[config.mk]
export PLATFORM = sky130hd
export DESIGN_NAME = capture_sequencer
export DESIGN_NICKNAME = d
export VERILOG_FILES = /design/src/rtl/capture_sequencer.sv
export SDC_FILE = /design/constraint.sdc
export NUM_CORES = 1
export LEC_CHECK = 0
export ABC_AREA = 1
export BUFFER_PORTS_ARGS = -buffer_cell sky130_fd_sc_hd__buf_2
export CORE_ASPECT_RATIO = 1.1
export CORE_MARGIN = 2
export CORE_UTILIZATION = 35
export CTS_BUF_LIST = sky130_fd_sc_hd__clkbuf_2
export DETAILED_ROUTE_END_ITERATION = 7
export SLEW_MARGIN = 40
export SYNTH_ARGS = -nofsm -noshare
export SYNTH_HDL_FRONTEND = slang
export SYNTH_SLANG_ARGS = --single-unit
[constraint.sdc]
create_clock -name clock -period 3.61 [get_ports clock]
set_input_delay 0.722 -clock clock [delete_from_list [all_inputs] [get_ports clock]]
set_output_delay 0.722 -clock clock [all_outputs]
set_load 0.05 [all_outputs]
[src/rtl/capture_sequencer.sv]
// -----------------------------------------------------------------------------
// capture_sequencer
//
// Multi-camera capture controller. After reset it runs camera init, retrying
// on timeout, then arbitrates per-camera photo and send requests. Photo
// requests always beat send requests; cameras are served round-robin. Each
// take grant issues a burst of photos. Each INIT/PHOTO/SEND operation is
// guarded by a timeout. A failure latches a sticky error code.
//
// Optional feature (macro CAPTURE_SEQ_AUTO_SEND_EN):
//   When defined, the final photo of a burst chains directly into a send for
//   the same camera. When undefined, the sequencer returns to WAIT.
//
// Ports:
//   clock       system clock
//   reset       synchronous, active-high reset
//   take_photo  per-camera photo request (level)
//   send_image  per-camera send request (level)
//   burst_len   photos per take grant, 0 treated as 1
//   done_init   init complete pulse
//   done_take   one photo complete pulse
//   done_send   send complete pulse
//   init        init command, one-cycle pulse
//   take        one-hot photo command, one-cycle pulse
//   send        one-hot send command, one-cycle pulse
//   busy        operation in progress (low in WAIT and FAULT)
//   photo_idx   index of current photo in burst
//   error       sticky fault flag
//   err_code    00 none, 01 init fail, 10 take timeout, 11 send timeout
// -----------------------------------------------------------------------------
module capture_sequencer #(
    parameter int NUM_CAMS     = 2,
    parameter int CNT_W        = 4,
    parameter int TIMEOUT      = 1000,
    parameter int INIT_RETRIES = 3
) (
    input  logic                clock,
    input  logic                reset,
    input  logic [NUM_CAMS-1:0] take_photo,
    input  logic [NUM_CAMS-1:0] send_image,
    input  logic [CNT_W-1:0]    burst_len,
    input  logic                done_init,
    input  logic                done_take,
    input  logic                done_send,
    output logic                init,
    output logic [NUM_CAMS-1:0] take,
    output logic [NUM_CAMS-1:0] send,
    output logic                busy,
    output logic [CNT_W-1:0]    photo_idx,
    output logic                error,
    output logic [1:0]          err_code
);

    localparam int TMR_W = $clog2(TIMEOUT + 1);
    localparam int CAM_W = (NUM_CAMS > 1) ? $clog2(NUM_CAMS) : 1;
    localparam int RTY_W = (INIT_RETRIES > 0) ? $clog2(INIT_RETRIES + 1) : 1;

    typedef enum logic [2:0] {
        ST_START,
        ST_INIT,
        ST_WAIT,
        ST_PHOTO,
        ST_SEND,
        ST_FAULT
    } state_t;

    state_t             state_q, state_d;
    logic [TMR_W-1:0]   timer_q, timer_d;
    logic [RTY_W-1:0]   retry_q, retry_d;
    logic [CAM_W-1:0]   cam_q, cam_d;
    logic [CNT_W-1:0]   burst_q, burst_d;
    logic [CAM_W-1:0]   rr_q, rr_d;

    logic                init_d;
    logic [NUM_CAMS-1:0] take_d, send_d;
    logic                busy_d;
    logic [CNT_W-1:0]    idx_d;
    logic                error_d;
    logic [1:0]          err_d;

    logic                take_found, send_found;
    logic [CAM_W-1:0]    take_cam, send_cam;
    logic [CAM_W:0]      sum;

    function automatic logic [NUM_CAMS-1:0] onehot(input logic [CAM_W-1:0] c);
        logic [NUM_CAMS-1:0] v;
        v    = '0;
        v[c] = 1'b1;
        return v;
    endfunction

    function automatic logic [CAM_W-1:0] next_cam(input logic [CAM_W-1:0] c);
        logic [CAM_W:0] n;
        n = {1'b0, c} + 1'b1;
        if (n >= (CAM_W + 1)'(NUM_CAMS)) n = '0;
        return n[CAM_W-1:0];
    endfunction

    // Round-robin search starting at rr_q. The sum never exceeds
    // 2*NUM_CAMS-2, so a single conditional subtract gives the modulo.
    always_comb begin
        take_found = 1'b0;
        send_found = 1'b0;
        take_cam   = '0;
        send_cam   = '0;
        sum        = '0;
        for (int unsigned i = 0; i < NUM_CAMS; i++) begin
            sum = {1'b0, rr_q} + (CAM_W + 1)'(i);
            if (sum >= (CAM_W + 1)'(NUM_CAMS)) sum = sum - (CAM_W + 1)'(NUM_CAMS);
            if (!take_found && take_photo[sum[CAM_W-1:0]]) begin
                take_found = 1'b1;
                take_cam   = sum[CAM_W-1:0];
            end
            if (!send_found && send_image[sum[CAM_W-1:0]]) begin
                send_found = 1'b1;
                send_cam   = sum[CAM_W-1:0];
            end
        end
    end

    always_comb begin
        state_d = state_q;
        timer_d = timer_q;
        retry_d = retry_q;
        cam_d   = cam_q;
        burst_d = burst_q;
        rr_d    = rr_q;
        init_d  = 1'b0;
        take_d  = '0;
        send_d  = '0;
        idx_d   = photo_idx;
        error_d = error;
        err_d   = err_code;

        case (state_q)
            ST_START: begin
                state_d = ST_INIT;
                init_d  = 1'b1;
                timer_d = TMR_W'(TIMEOUT);
            end
            ST_INIT: begin
                if (done_init) begin
                    state_d = ST_WAIT;
                    retry_d = '0;
                end else if (timer_q == '0) begin
                    if (retry_q < RTY_W'(INIT_RETRIES)) begin
                        retry_d = retry_q + 1'b1;
                        state_d = ST_START;
                    end else begin
                        state_d = ST_FAULT;
                        error_d = 1'b1;
                        err_d   = 2'b01;
                    end
                end else begin
                    timer_d = timer_q - 1'b1;
                end
            end
            ST_WAIT: begin
                if (take_found) begin
                    cam_d   = take_cam;
                    burst_d = (burst_len == '0) ? CNT_W'(1) : burst_len;
                    idx_d   = '0;
                    rr_d    = next_cam(take_cam);
                    take_d  = onehot(take_cam);
                    timer_d = TMR_W'(TIMEOUT);
                    state_d = ST_PHOTO;
                end else if (send_found) begin
                    cam_d   = send_cam;
                    burst_d = (burst_len == '0) ? CNT_W'(1) : burst_len;
                    idx_d   = '0;
                    rr_d    = next_cam(send_cam);
                    send_d  = onehot(send_cam);
                    timer_d = TMR_W'(TIMEOUT);
                    state_d = ST_SEND;
                end
            end
            ST_PHOTO: begin
                if (done_take) begin
                    if (({1'b0, photo_idx} + 1'b1) < {1'b0, burst_q}) begin
                        idx_d   = photo_idx + 1'b1;
                        take_d  = onehot(cam_q);
                        timer_d = TMR_W'(TIMEOUT);
                    end else begin
`ifdef CAPTURE_SEQ_AUTO_SEND_EN
                        state_d = ST_SEND;
                        send_d  = onehot(cam_q);
                        timer_d = TMR_W'(TIMEOUT);
`else
                        state_d = ST_WAIT;
`endif
                    end
                end else if (timer_q == '0) begin
                    state_d = ST_FAULT;
                    error_d = 1'b1;
                    err_d   = 2'b10;
                end else begin
                    timer_d = timer_q - 1'b1;
                end
            end
            ST_SEND: begin
                if (done_send) begin
                    state_d = ST_WAIT;
                end else if (timer_q == '0) begin
                    state_d = ST_FAULT;
                    error_d = 1'b1;
                    err_d   = 2'b11;
                end else begin
                    timer_d = timer_q - 1'b1;
                end
            end
            ST_FAULT: begin
                error_d = 1'b1;
            end
            default: begin
                state_d = ST_START;
            end
        endcase

        // busy is registered from the next state so it tracks the state register
        busy_d = !((state_d == ST_WAIT) || (state_d == ST_FAULT));
    end

    always_ff @(posedge clock) begin
        if (reset) begin
            state_q   <= ST_START;
            timer_q   <= '0;
            retry_q   <= '0;
            cam_q     <= '0;
            burst_q   <= '0;
            rr_q      <= '0;
            init      <= 1'b0;
            take      <= '0;
            send      <= '0;
            busy      <= 1'b1;
            photo_idx <= '0;
            error     <= 1'b0;
            err_code  <= 2'b00;
        end else begin
            state_q   <= state_d;
            timer_q   <= timer_d;
            retry_q   <= retry_d;
            cam_q     <= cam_d;
            burst_q   <= burst_d;
            rr_q      <= rr_d;
            init      <= init_d;
            take      <= take_d;
            send      <= send_d;
            busy      <= busy_d;
            photo_idx <= idx_d;
            error     <= error_d;
            err_code  <= err_d;
        end
    end

endmodule

Yosys cells after proc, flatten, opt, wreduce, memory -nomap -nowiden
Index checks and enable logic that the tools add are counted.
- add/sub/neg operators: 9
- $lt $le $gt $ge: 14
- equal/unequal tests: 18
- multiplexer cells: 79
- bitwise logic cells: 2
- reductions and logical operators: 26
- operators with widths (cell ; count):
    $mux 10 ; 7
    $pmux 10 s5 ; 1
    $mux 1 ; 34
    $mux 4 ; 7
    $mux 3 ; 9
    $mux 2 ; 13
    $ne 2x2->1 const B ; 9
    $pmux 3 s6 ; 1
    $logic_not 10->1 ; 1
    $lt 1x2->1 const B ; 5
    $sub 10x1->10 const B ; 1
    $eq 3x2->1 const B ; 3
    $eq 3x3->1 const B ; 3
    $pmux 4 s2 ; 1
    $reduce_and 8->1 ; 1
    $reduce_bool 2->1 ; 4
    $add 1x1->2 const B ; 3
    $ge 2x2->1 const B ; 3
    $ne 3x3->1 const B ; 2
    $pmux 2 s3 ; 1
    $reduce_and 6->1 ; 1
    $add 4x1->5 const B ; 1
    $logic_and 1x1->1 ; 5
    $lt 5x4->1 ; 1
    other kinds (23) ; 31
- register bits after elaboration: 34
- input bits: 13
- output and inout bits: 13
- word-level logic and storage cells: 161

Depth between registers and ports, before layout
Gate-level depths: netlist of run 1.
- depth in word-level cells: 14
- mapped depth: 16
- gate-level depth less buffers: 16

Least setup slack after synthesis of run 1
OpenSTA, ideal clock, no wires.
- kind: flip-flop to flip-flop
- start: reg photo_idx[0]
- end: reg photo_idx[2]
- library setup time: 0.115 ns
- data arrival time: 2.175 ns
- path slack: 1.320 ns
- stages on the path, launching flop included: 16
- cells stage by stage: dfxtp_1 ha_1 xor2_1 ha_1 nand3_1 a21oi_1 nor2_1 nand2_1 inv_2 nand2_1 nand2_1 nand2_1 inv_2 nand2_1 nand2_1 nor2_1
- cells in the longest elaborated chain, start to end: 4
- ends and longest elaborated chain (element ; line ; source):
    start, declared ; 49 ; output logic [CNT_W-1:0] photo_idx,
    start signal, assigned ; 249 ; photo_idx <= idx_d;
    $add 4x1->5 / $add 4x1->4 (equally long branches) ; 179, 180 ;
    $lt 5x4->1 / $mux 4 (equally long branches) ; 179 ; if (({1'b0, photo_idx} + 1'b1) < {1'b0, burst_q}) begin
    $ne 2x2->1 (no source line) / $mux 4 (equally long branches) ; n/a ;
    $reduce_and 4->1 (no source line) / $pmux 4 s2 (equally long branches) ; n/a ;
Several ways; a longest one is shown, not always the timed one. The select of a mux whose other input is x is not followed.
A chain may end at the register's enable or synchronous reset.

Worst setup path after layout of run 1
- start: reg photo_idx[0]
- end: reg photo_idx[1]
The elaborated chain is that of the path after synthesis.

==> results of run 1 <==
## logic make-up after synthesis
kind of cell,share of synthesized area
xor gates and xnor gates,0.0205
adders and majority gates,0.0409
DFF,0.318
buffers and inverters,0.104
and+or+nand+nor,0.386
AOI/OAI and AO/OA,0.131
## synth_stat cells (2+ instances only)
cell	number	area, um^2
a211oi_1	3	22.5
a21oi_1	21	105
a31oi_1	2	12.5
buf_2	2	10.0
clkbuf_1	2	7.51
dfxtp_1	34	681
ha_1	7	87.6
inv_1	45	169
inv_2	5	18.8
inv_4	2	12.5
nand2_1	87	327
nand2_2	4	25.0
nand2_4	2	22.5
nand3_1	31	155
nand4_1	5	31.3
nor2_1	41	154
nor2_8	2	40.0
o211ai_1	3	22.5
o21ai_0	11	55.1
xor2_1	5	43.8
## final timing paths
kind,to,slack (ps)
hold reg to reg,error,470
hold / removal,error,470
setup reg to reg,photo_idx[1],1330
setup / recovery,photo_idx[1],1330
## registers in the layout (all words and copies together), names as in the netlist, 2 cells and up
signal	count
send	2
take	2
state_q	3
photo_idx	4
burst_q	4
err_code	2
retry_q	2
timer_q	10
## final cells by class
class / count / area (um^2)
clock buffers: 5 / 25.0
clock inverters: 3 / 16.3
fillers: 636 / 3460
inverters: 53 / 204
multi-input cells: 240 / 1240
flip-flops and latches: 34 / 681
well taps: 77 / 96.3
repair buffers: 25 / 125
## through the flow
step                total power [mW]  setup slack, ps  area (um^2)  hold slack [ps]
global placement                1.02             1370         2340              436
global route                    1.31             1090         2380              492
CTS                             1.21             1340         2380              464
floorplan                      0.911             1320         2140              437
finish                          1.19             1330         2380              467
detailed placement              1.02             1270         2340              440
## power breakdown
group          total [mW]  internal (mW)  switching (mW)
combinational       0.544          0.177           0.367
clock               0.179         0.0443           0.135
sequential          0.470          0.427          0.0427
total                1.19          0.649           0.544
## worst min-delay path, stage by stage (launching register included)
cell     delay (ps)
dfxtp_1         350
inv_1            50
a21oi_1          50
## per-layer routing
layer | wire (um) | up-vias | global-route usage
li1 | - | 1122 | -
met4 | 48 | 0 | 0.0494
met1 | 2340 | 928 | 0.200
met2 | 2410 | 42 | 0.277
met5 | 0 | - | 0
met3 | 203 | 4 | 0.0326
==> results.py, run 1 <==
metrics = {
    "worst_setup_path": {
        "worstSetupPathDepth": 14,
        "worstPathArrival_ps": 2580,
        "rr_worst_depth": 14,
        "crit_top_cell": "nand2_1",
        "critPathRequiredTime_ps": 3910,
        "startpoint": "photo_idx[0]",
        "worstSetupEndpointType": "flip-flop",
        "slowest_stage": "dfxtp_1",
        "cp_cell_sequence": "ha_1 > xor2_1 > ha_1 > a21oi_1 > or2_1 > nand2_1 > inv_2 > nand2_1 > nand2_1 > nand2_1 > inv_2 > nand2_1 > nand2_1 > nor2_1",
        "worstReg2RegStart": "photo_idx[0]",
        "setup.worst_path.start_class": "flip-flop",
        "path_class": "reg2reg",
        "cp_max_fo": 6,
        "crit_family": "simple AND/OR/NAND/NOR gates",
        "cpPeakStageDelay_ps": 490,
        "cp_num_buf_inv": 2,
    },
    "placement": {
        "dp_hpwl_um": 3840,
        "port_buffers": 25,
        "globalplace.congestion": 0.845,
        "dpl.cell_count": 429,
    },
    "finish": {
        "fin_nets": 379,
        "layout_commonest_cell": "nand2_1",
        "stdcell_count": 437,
        "fin_util": 0.408,
        "area_growth_pct": 11.5,
        "final_cell_mix": "87 x nand2_1, 45 x inv_1, 41 x nor2_1, 34 x dfxtp_1, 31 x nand3_1",
        "drive_gt1_frac": 0.150,
        "num_antenna_cells": 0,
    },
    "route": {
        "drc": 0,
        "finalWirelength_um": 5000,
        "ant_nets": 0,
        "wl_per_cell_um": 11.4,
        "first_pass_iters": 4,
        "via_count": 2096,
        "vias_per_cell": 4.80,
        "drtIter0Drc": 82,
    },
    "timing": {
        "final-max-slew-violation-count": 0,
        "rsz0062_at_grt": "false",
        "tightestPinTransition_ps": 632,
        "final_hold_viol_count": 0,
        "max-slew-margin-rel": 0.577,
        "final.setup_skew_ps": 20.8,
        "final.period_utilization": 0.630,
        "max_clock_freq_mhz": 439,
        "fin_crit_ps": 2280,
        "setup-tns-final_ps": 0,
        "setup_violations": 0,
    },
    "cts": {
        "numCtsBuffers": 5,
        "hold_buffers": 0,
        "ctsHtreeMaxLevel": 2,
        "clk_path_buf_depth": 2,
        "post_cts_resized": 0,
        "cts_sinks": 34,
        "path_clk_slew_ps": 190,
        "clk_latency_ps": 370,
        "cts_tree": "built",
        "cts_root_buf": "clkbuf_2",
        "post-cts-setup-buffers": 0,
    },
    "global_route": {
        "grt_pass1_wl_um": 8730,
        "grt_max_degree": 23,
        "antenna_found_initial": 0,
        "overflow": 0,
        "first_global_vias": 1937,
        "track_usage": 0.161,
    },
    "synthesis": {
        "async_reset_ff_frac": 0,
        "synthFlopType": "dfxtp_1",
        "syn_inst": 331,
        "seq_area_frac_synth": 0.318,
        "ys_seq_elements": 34,
        "avgSynthCellArea_um2": 6.46,
        "ys_warn_count": 0,
        "yosysUniqueCellTypes": 37,
        "syn-num-nets": 351,
        "synth_edf_count": 0,
        "syn-cell-area_um2": 2140,
    },
    "status": {
        "status": "finished clean",
    },
    "power": {
        "leakage_nw": 1.23,
        "ir_drop_mv": 0.241,
        "power_density_nw_per_um2": 500,
    },
    "die": {
        "die_w_um": 78.5,
        "start_util": 0.366,
        "io_pins": 26,
        "die_h_um": 86,
        "core-area_um2": 5840,
        "row_count": 29,
        "fp.dieArea_um2": 6750,
    },
    "flow_run": {
        "cap_violations": 0,
    },
    "min_path": {
        "min_path_type": "reg2reg",
        "hold_path_depth": 2,
        "worstHoldStart": "error",
    },
}
Power figures use the tool's default switching activity.
==> run 2: changes to the inputs <==
==> constraint.sdc (replaced) <==
create_clock -name clock -period 2 [get_ports clock]
set_input_delay 0.4 -clock clock [delete_from_list [all_inputs] [get_ports clock]]
set_output_delay 0.4 -clock clock [all_outputs]
set_load 0.05 [all_outputs]
==> run 2 against run 1 <==
  * Hold slack got worse by 270 ps
  * Core utilization rose by 3.3 points
  * Die area did not move
  * First-iteration DRC count fell by 1.2%
  * Register-to-register slack got worse by 1300 ps
  * Critical path type unchanged
==> results.py, run 2 (synthesis results as in run 1) <==
metrics = {
    "timing": {
        "tightestPinTransition_ps": 390,
        "setup_violations": 0,
        "fin_crit_ps": 1920,
        "max-slew-margin-rel": 0.738,
        "final-max-slew-violation-count": 0,
        "final_hold_viol_count": 0,
        "max_clock_freq_mhz": 520,
        "final.period_utilization": 0.962,
        "rsz0062_at_grt": "true",
        "final.setup_skew_ps": 28.4,
    },
    "worst_setup_path": {
        "path_class": "reg2reg",
        "worstPathArrival_ps": 2240,
        "critPathRequiredTime_ps": 2320,
        "cp_max_fo": 5,
        "worstSetupEndpointType": "flip-flop",
        "setup.worst_path.start_class": "flip-flop",
    },
    "route": {
        "drtIter0Drc": 81,
        "vias_per_cell": 4.81,
        "ant_nets": 0,
        "via_count": 2161,
        "drc": 0,
        "wl_per_cell_um": 11.6,
        "finalWirelength_um": 5200,
        "first_pass_iters": 4,
    },
    "finish": {
        "largest_reg_flops": 10,
        "nFillCells": 631,
        "fin_nets": 392,
        "multi_input_area_um2": 1300,
        "area_growth_pct": 20.4,
        "num_antenna_cells": 0,
        "fin_util": 0.441,
        "seq_area_um2": 693,
        "top_register": "timer_q",
        "stdcell_count": 449,
        "layout_commonest_cell": "nand2_1",
        "final_cell_mix": "83 x nand2_1, 44 x inv_1, 41 x nor2_1, 30 x dfxtp_1, 29 x nand3_1",
        "drive_gt1_frac": 0.220,
        "reg.largest.list": "timer_q x10, burst_q x4, photo_idx x4",
    },
    "die": {
        "die_w_um": 78.5,
        "core-area_um2": 5840,
        "io_pins": 26,
        "row_count": 29,
        "die_h_um": 86,
        "fp.dieArea_um2": 6750,
        "start_util": 0.366,
    },
    "status": {
        "status": "finished clean",
    },
    "flow_run": {
        "cap_violations": 0,
    },
    "cts": {
        "path_clk_slew_ps": 170,
        "cts_tree": "built",
        "clk_latency_ps": 400,
        "ctsHtreeMaxLevel": 2,
        "cts_root_buf": "clkbuf_2",
        "hold_buffers": 0,
        "numCtsBuffers": 5,
        "clk_path_buf_depth": 2,
        "cts_sinks": 34,
    },
    "global_route": {
        "grt_pass1_wl_um": 8780,
        "track_usage": 0.163,
        "grt_max_degree": 22,
        "first_global_vias": 1991,
        "overflow": 0,
        "antenna_found_initial": 0,
    },
    "min_path": {
        "min_path_type": "in2reg",
    },
    "power": {
        "leakage_nw": 1.31,
        "totalPowerFinal_mw": 2.38,
        "ir_drop_mv": 0.448,
        "power_density_nw_per_um2": 924,
    },
    "placement": {
        "globalplace.congestion": 0.885,
        "dp_hpwl_um": 3910,
        "dpl.cell_count": 438,
        "port_buffers": 25,
    },
}
-- run 2: path summary, 6_finish.rpt --
path | startpoint | endpoint | slack, ps | cells after the start
worst min register to register | error | error | 460 | 2
worst max register to register | photo_idx[0] | photo_idx[2] | 80 | 14
worst max-delay path | photo_idx[0] | photo_idx[2] | 80 | 14
worst min-delay path | send_image[1] | send[0] | 200 | 2
-- run 2: routing by layer --
metal  track usage  wire (um)
met3        0.0400        194
met5             0          0
met2         0.275       2490
met1         0.205       2450
met4        0.0526         61
-- run 2: critical path: stages (launching register included) --
cell and delay, ps:
dfxtp_4 400, ha_4 170, xor2_2 150, ha_1 300, a21oi_1 60, or2_1 210, nand2_2 80, inv_2 40
nand2_2 60, nand2_2 60, nand2_2 90, inv_2 50, nand2_1 60, nand2_1 40, nor2_1 100
-- run 2: metrics by stage --
step / hold slack (ps) / setup WS, ps / setup TNS [ps] / area [um^2]
2_1_floorplan: 437 / 5.86 / 0 / 2150
3_3_place_gp: 437 / 5.51 / 0 / 2420
3_5_place_dp: 441 / -26.5 / -52.6 / 2420
4_1_cts: 178 / 21.7 / 0 / 2490
5_1_grt: 157 / -72.2 / -188 / 2580
6_report: 196 / 76.4 / 0 / 2580
-- run 2: final cells by class --
class	count	area share
clock buffer	5	0.00971
clock inverter	2	0.0131
inverter	53	0.0792
multi-input combinational	240	0.505
sequential	34	0.269
tap	77	0.0374
timing repair buffer	38	0.0864
-- run 2: where the power goes --
group / switching (mW) / internal [mW]
logic: 0.700 / 0.385
clock network: 0.241 / 0.201
registers: 0.0815 / 0.772
-- run 2: timing repair --
item	in CTS	in global routing
setup buffers	0	4
pin swaps	2	9
endpoints found under the setup margin	3	15
resized for setup	4	9
==> run 3: changes to the inputs <==
--- a/config.mk
+++ b/config.mk
@@ -5,12 +5,11 @@
 export SDC_FILE = /design/constraint.sdc
 export NUM_CORES = 1
 export LEC_CHECK = 0
-export ABC_AREA = 1
 export BUFFER_PORTS_ARGS = -buffer_cell sky130_fd_sc_hd__buf_2
 export CORE_ASPECT_RATIO = 1.1
 export CORE_MARGIN = 2
 export CORE_UTILIZATION = 35
-export CTS_BUF_LIST = sky130_fd_sc_hd__clkbuf_2
+export CTS_BUF_LIST = sky130_fd_sc_hd__clkbuf_2 sky130_fd_sc_hd__clkbuf_4 sky130_fd_sc_hd__clkbuf_8
 export DETAILED_ROUTE_END_ITERATION = 7
 export SLEW_MARGIN = 40
 export SYNTH_ARGS = -nofsm -noshare
==> run 3 against run 2 <==
  * The run now ends with negative setup slack left
  * Die area decreased by 12%
  * Combinational power shrank 46%
  * Largest power group is now registers
  * Critical path depth fell by 5
  * Critical endpoint is now timer_q[9]
  * Clock skew decreased by 22 ps
  * Sequential cell count unchanged
==> results.py, run 3 <==
metrics = {
    "finish": {
        "area_growth_pct": 42.2,
        "stdcell_count": 352,
        "num_antenna_cells": 0,
        "fin_nets": 313,
        "reg.largest.list": "timer_q x10, burst_q x4, photo_idx x4",
        "drive_gt1_frac": 0.361,
        "final_cell_mix": "37 x buf_4, 31 x dfxtp_1, 27 x nor2_1, 25 x buf_2, 15 x a21oi_1",
        "top_register": "timer_q",
        "largest_reg_flops": 10,
        "layout_commonest_cell": "buf_4",
        "fin_util": 0.525,
    },
    "cts": {
        "cts_sinks": 34,
        "numCtsBuffers": 5,
        "cts_root_buf": "clkbuf_8",
        "cts_tree": "built",
        "clk_latency_ps": 290,
        "path_clk_slew_ps": 70,
        "clk_path_buf_depth": 2,
        "ctsHtreeMaxLevel": 2,
        "hold_buffers": 0,
    },
    "worst_setup_path": {
        "worstSetupEndpointType": "flip-flop",
        "setup.worst_path.start_class": "flip-flop",
        "critPathRequiredTime_ps": 2220,
        "cp_cell_sequence": "ha_4 > xor2_1 > ha_1 > a21o_1 > a31oi_4 > o31ai_4 > or2_4 > or4_1 > a31oi_1",
        "worstPathArrival_ps": 2490,
        "path_class": "reg2reg",
        "cpPeakStageDelay_ps": 400,
        "cp_max_fo": 3,
        "rr_worst_depth": 9,
        "slowest_stage": "or4_1",
    },
    "synthesis": {
        "async_reset_ff_frac": 0,
        "synth.top_cells.by_count": "34 x dfxtp_1, 29 x nor2_1, 16 x a21oi_1",
        "yosys.cell_count.top_type": "dfxtp_1",
        "synth.top_cell.area_share": 0.364,
        "ys_warn_count": 0,
        "synth_area_leader_cell": "dfxtp_1",
        "syn-num-nets": 248,
        "yosys-top-cells-area": "dfxtp_1 36%, nor2_1 5.8%, ha_1 4.7%",
        "syn_inst": 228,
        "ys_seq_elements": 34,
        "avgSynthCellArea_um2": 8.20,
        "synth_edf_count": 0,
        "yosysUniqueCellTypes": 48,
        "synthFlopType": "dfxtp_1",
        "syn-cell-area_um2": 1870,
        "seq_area_frac_synth": 0.364,
    },
    "global_route": {
        "first_global_vias": 1808,
        "grt_pass1_wl_um": 8090,
        "antenna_found_initial": 0,
        "overflow": 0,
        "grt_max_degree": 30,
        "track_usage": 0.175,
    },
    "die": {
        "die_w_um": 73.7,
        "start_util": 0.369,
        "core-area_um2": 5070,
        "io_pins": 26,
        "fp.dieArea_um2": 5940,
        "die_h_um": 80.7,
        "row_count": 27,
    },
    "timing": {
        "max_clock_freq_mhz": 439,
        "tightestPinTransition_ps": 550,
        "fin_ws_ps": -276,
        "final.setup_skew_ps": 6.47,
        "final.period_utilization": 1.14,
        "fin_crit_ps": 2280,
        "final_hold_viol_count": 0,
        "max-slew-margin-rel": 0.633,
        "final-max-slew-violation-count": 0,
        "rsz0062_at_grt": "true",
        "setup_violations": 17,
    },
    "route": {
        "drtIter0Drc": 67,
        "finalWirelength_um": 4870,
        "ant_nets": 0,
        "wl_per_cell_um": 13.8,
        "first_pass_iters": 4,
        "via_count": 1876,
        "vias_per_cell": 5.33,
        "drc": 0,
    },
    "placement": {
        "port_buffers": 25,
        "globalplace.congestion": 0.819,
        "dp_hpwl_um": 3490,
        "dpl.cell_count": 338,
    },
    "power": {
        "power_density_nw_per_um2": 714,
        "switching_power_mw": 0.603,
        "p_seq_frac": 0.406,
        "switching_share": 0.318,
        "leakage_nw": 1.14,
        "p_int_mw": 1.30,
        "comb_power_share": 0.310,
        "ir_drop_mv": 0.430,
        "pwr-share-clk": 0.284,
    },
    "min_path": {
        "min_path_type": "in2reg",
        "hold_path_depth": 2,
    },
    "flow_run": {
        "cap_violations": 0,
    },
    "status": {
        "status": "complete, but fails checks",
        "violations": "negative setup slack",
    },
}
[run 3: changes by cell type in the layout (fill, tap and decap cells not counted), sizes merged, moves of 5 or more]
cell	delta
a211oi	+5
a21oi	-6
buf	+29
inv	-40
mux2i	+7
nand2	-81
nand2b	+7
nand3	-22
nand4	-5
nor2	-16
nor3	+7
nor4	+5
xnor2	+7
[run 3: kinds of logic (layout without fill, tap and decap cells)]
logic type / count (synthesis) / in the layout / share of synthesized area
muxes: 7 / 7 / 0.0375
AOI/OAI and AO/OA: 59 / 59 / 0.213
xor gates and xnor gates: 8 / 8 / 0.0375
adders and majority gates: 7 / 7 / 0.0469
DFF: 34 / 34 / 0.364
buffers and inverters: 21 / 87 / 0.0455
and+or+nand+nor: 92 / 92 / 0.256
[run 3: power groups by stage]
stage	combinational, mW	sequential [mW]	clock, mW
2_1_floorplan	0.302	0.794	0
3_3_place_gp	0.489	0.780	0
3_5_place_dp	0.492	0.780	0
4_1_cts	0.550	0.769	0.555
5_1_grt	0.643	0.778	0.589
6_report	0.589	0.772	0.538
[run 3: metal layers]
layer / vias up / GRT usage / part of all wire
met5: - / 0 / 0
met4: 0 / 0.0691 / 0.016
met3: 6 / 0.0364 / 0.032
met2: 26 / 0.294 / 0.51
met1: 885 / 0.217 / 0.44
li1: 959 / - / -
[run 3: repair_timing]
item                                    4_1_cts  5_1_grt
pin swaps                                     6       10
endpoints found under the setup margin       19       20
resized for setup                            17       14
setup buffers                                 2        4
[run 3: worst paths after layout]
| kind | startpoint | endpoint | slack (ps) |
|---|---|---|---|
| max | photo_idx[1] | timer_q[9] | -280 |
| min reg2reg | error | error | 440 |
| min | send_image[1] | send[0] | 350 |
| max reg2reg | photo_idx[1] | timer_q[9] | -280 |
[run 3: layout make-up]
class                   count  area (um^2)
clock buffers               7         90.1
inverters                  12         45.0
fillers                   490         2410
well taps                  58         72.6
clock inverters             1         5.00
repair buffers             67          459
multi-input cells         173         1300
flip-flops and latches     34          689
[run 3: stage by stage]
step | TNS, ps | power, mW | hold slack, ps | cell area (um^2) | setup slack, ps
final | -2700 | 1.90 | 347 | 2660 | -276
after global routing | -4700 | 2.01 | 370 | 2660 | -382
after CTS | -2730 | 1.87 | 338 | 2550 | -287
after detailed placement | -3400 | 1.27 | 437 | 2350 | -288
after global placement | -3020 | 1.27 | 437 | 2350 | -253
after floorplan | -2600 | 1.10 | 444 | 1920 | -404
[run 3: critical path: cells and delay by family, from the launching register on]
kind,cells,cell delay (ps)
and+or+nand+nor,2,650
adders and majority gates,2,450
AOI/OAI and AO/OA,4,620
DFF,1,350
xor gates and xnor gates,1,130
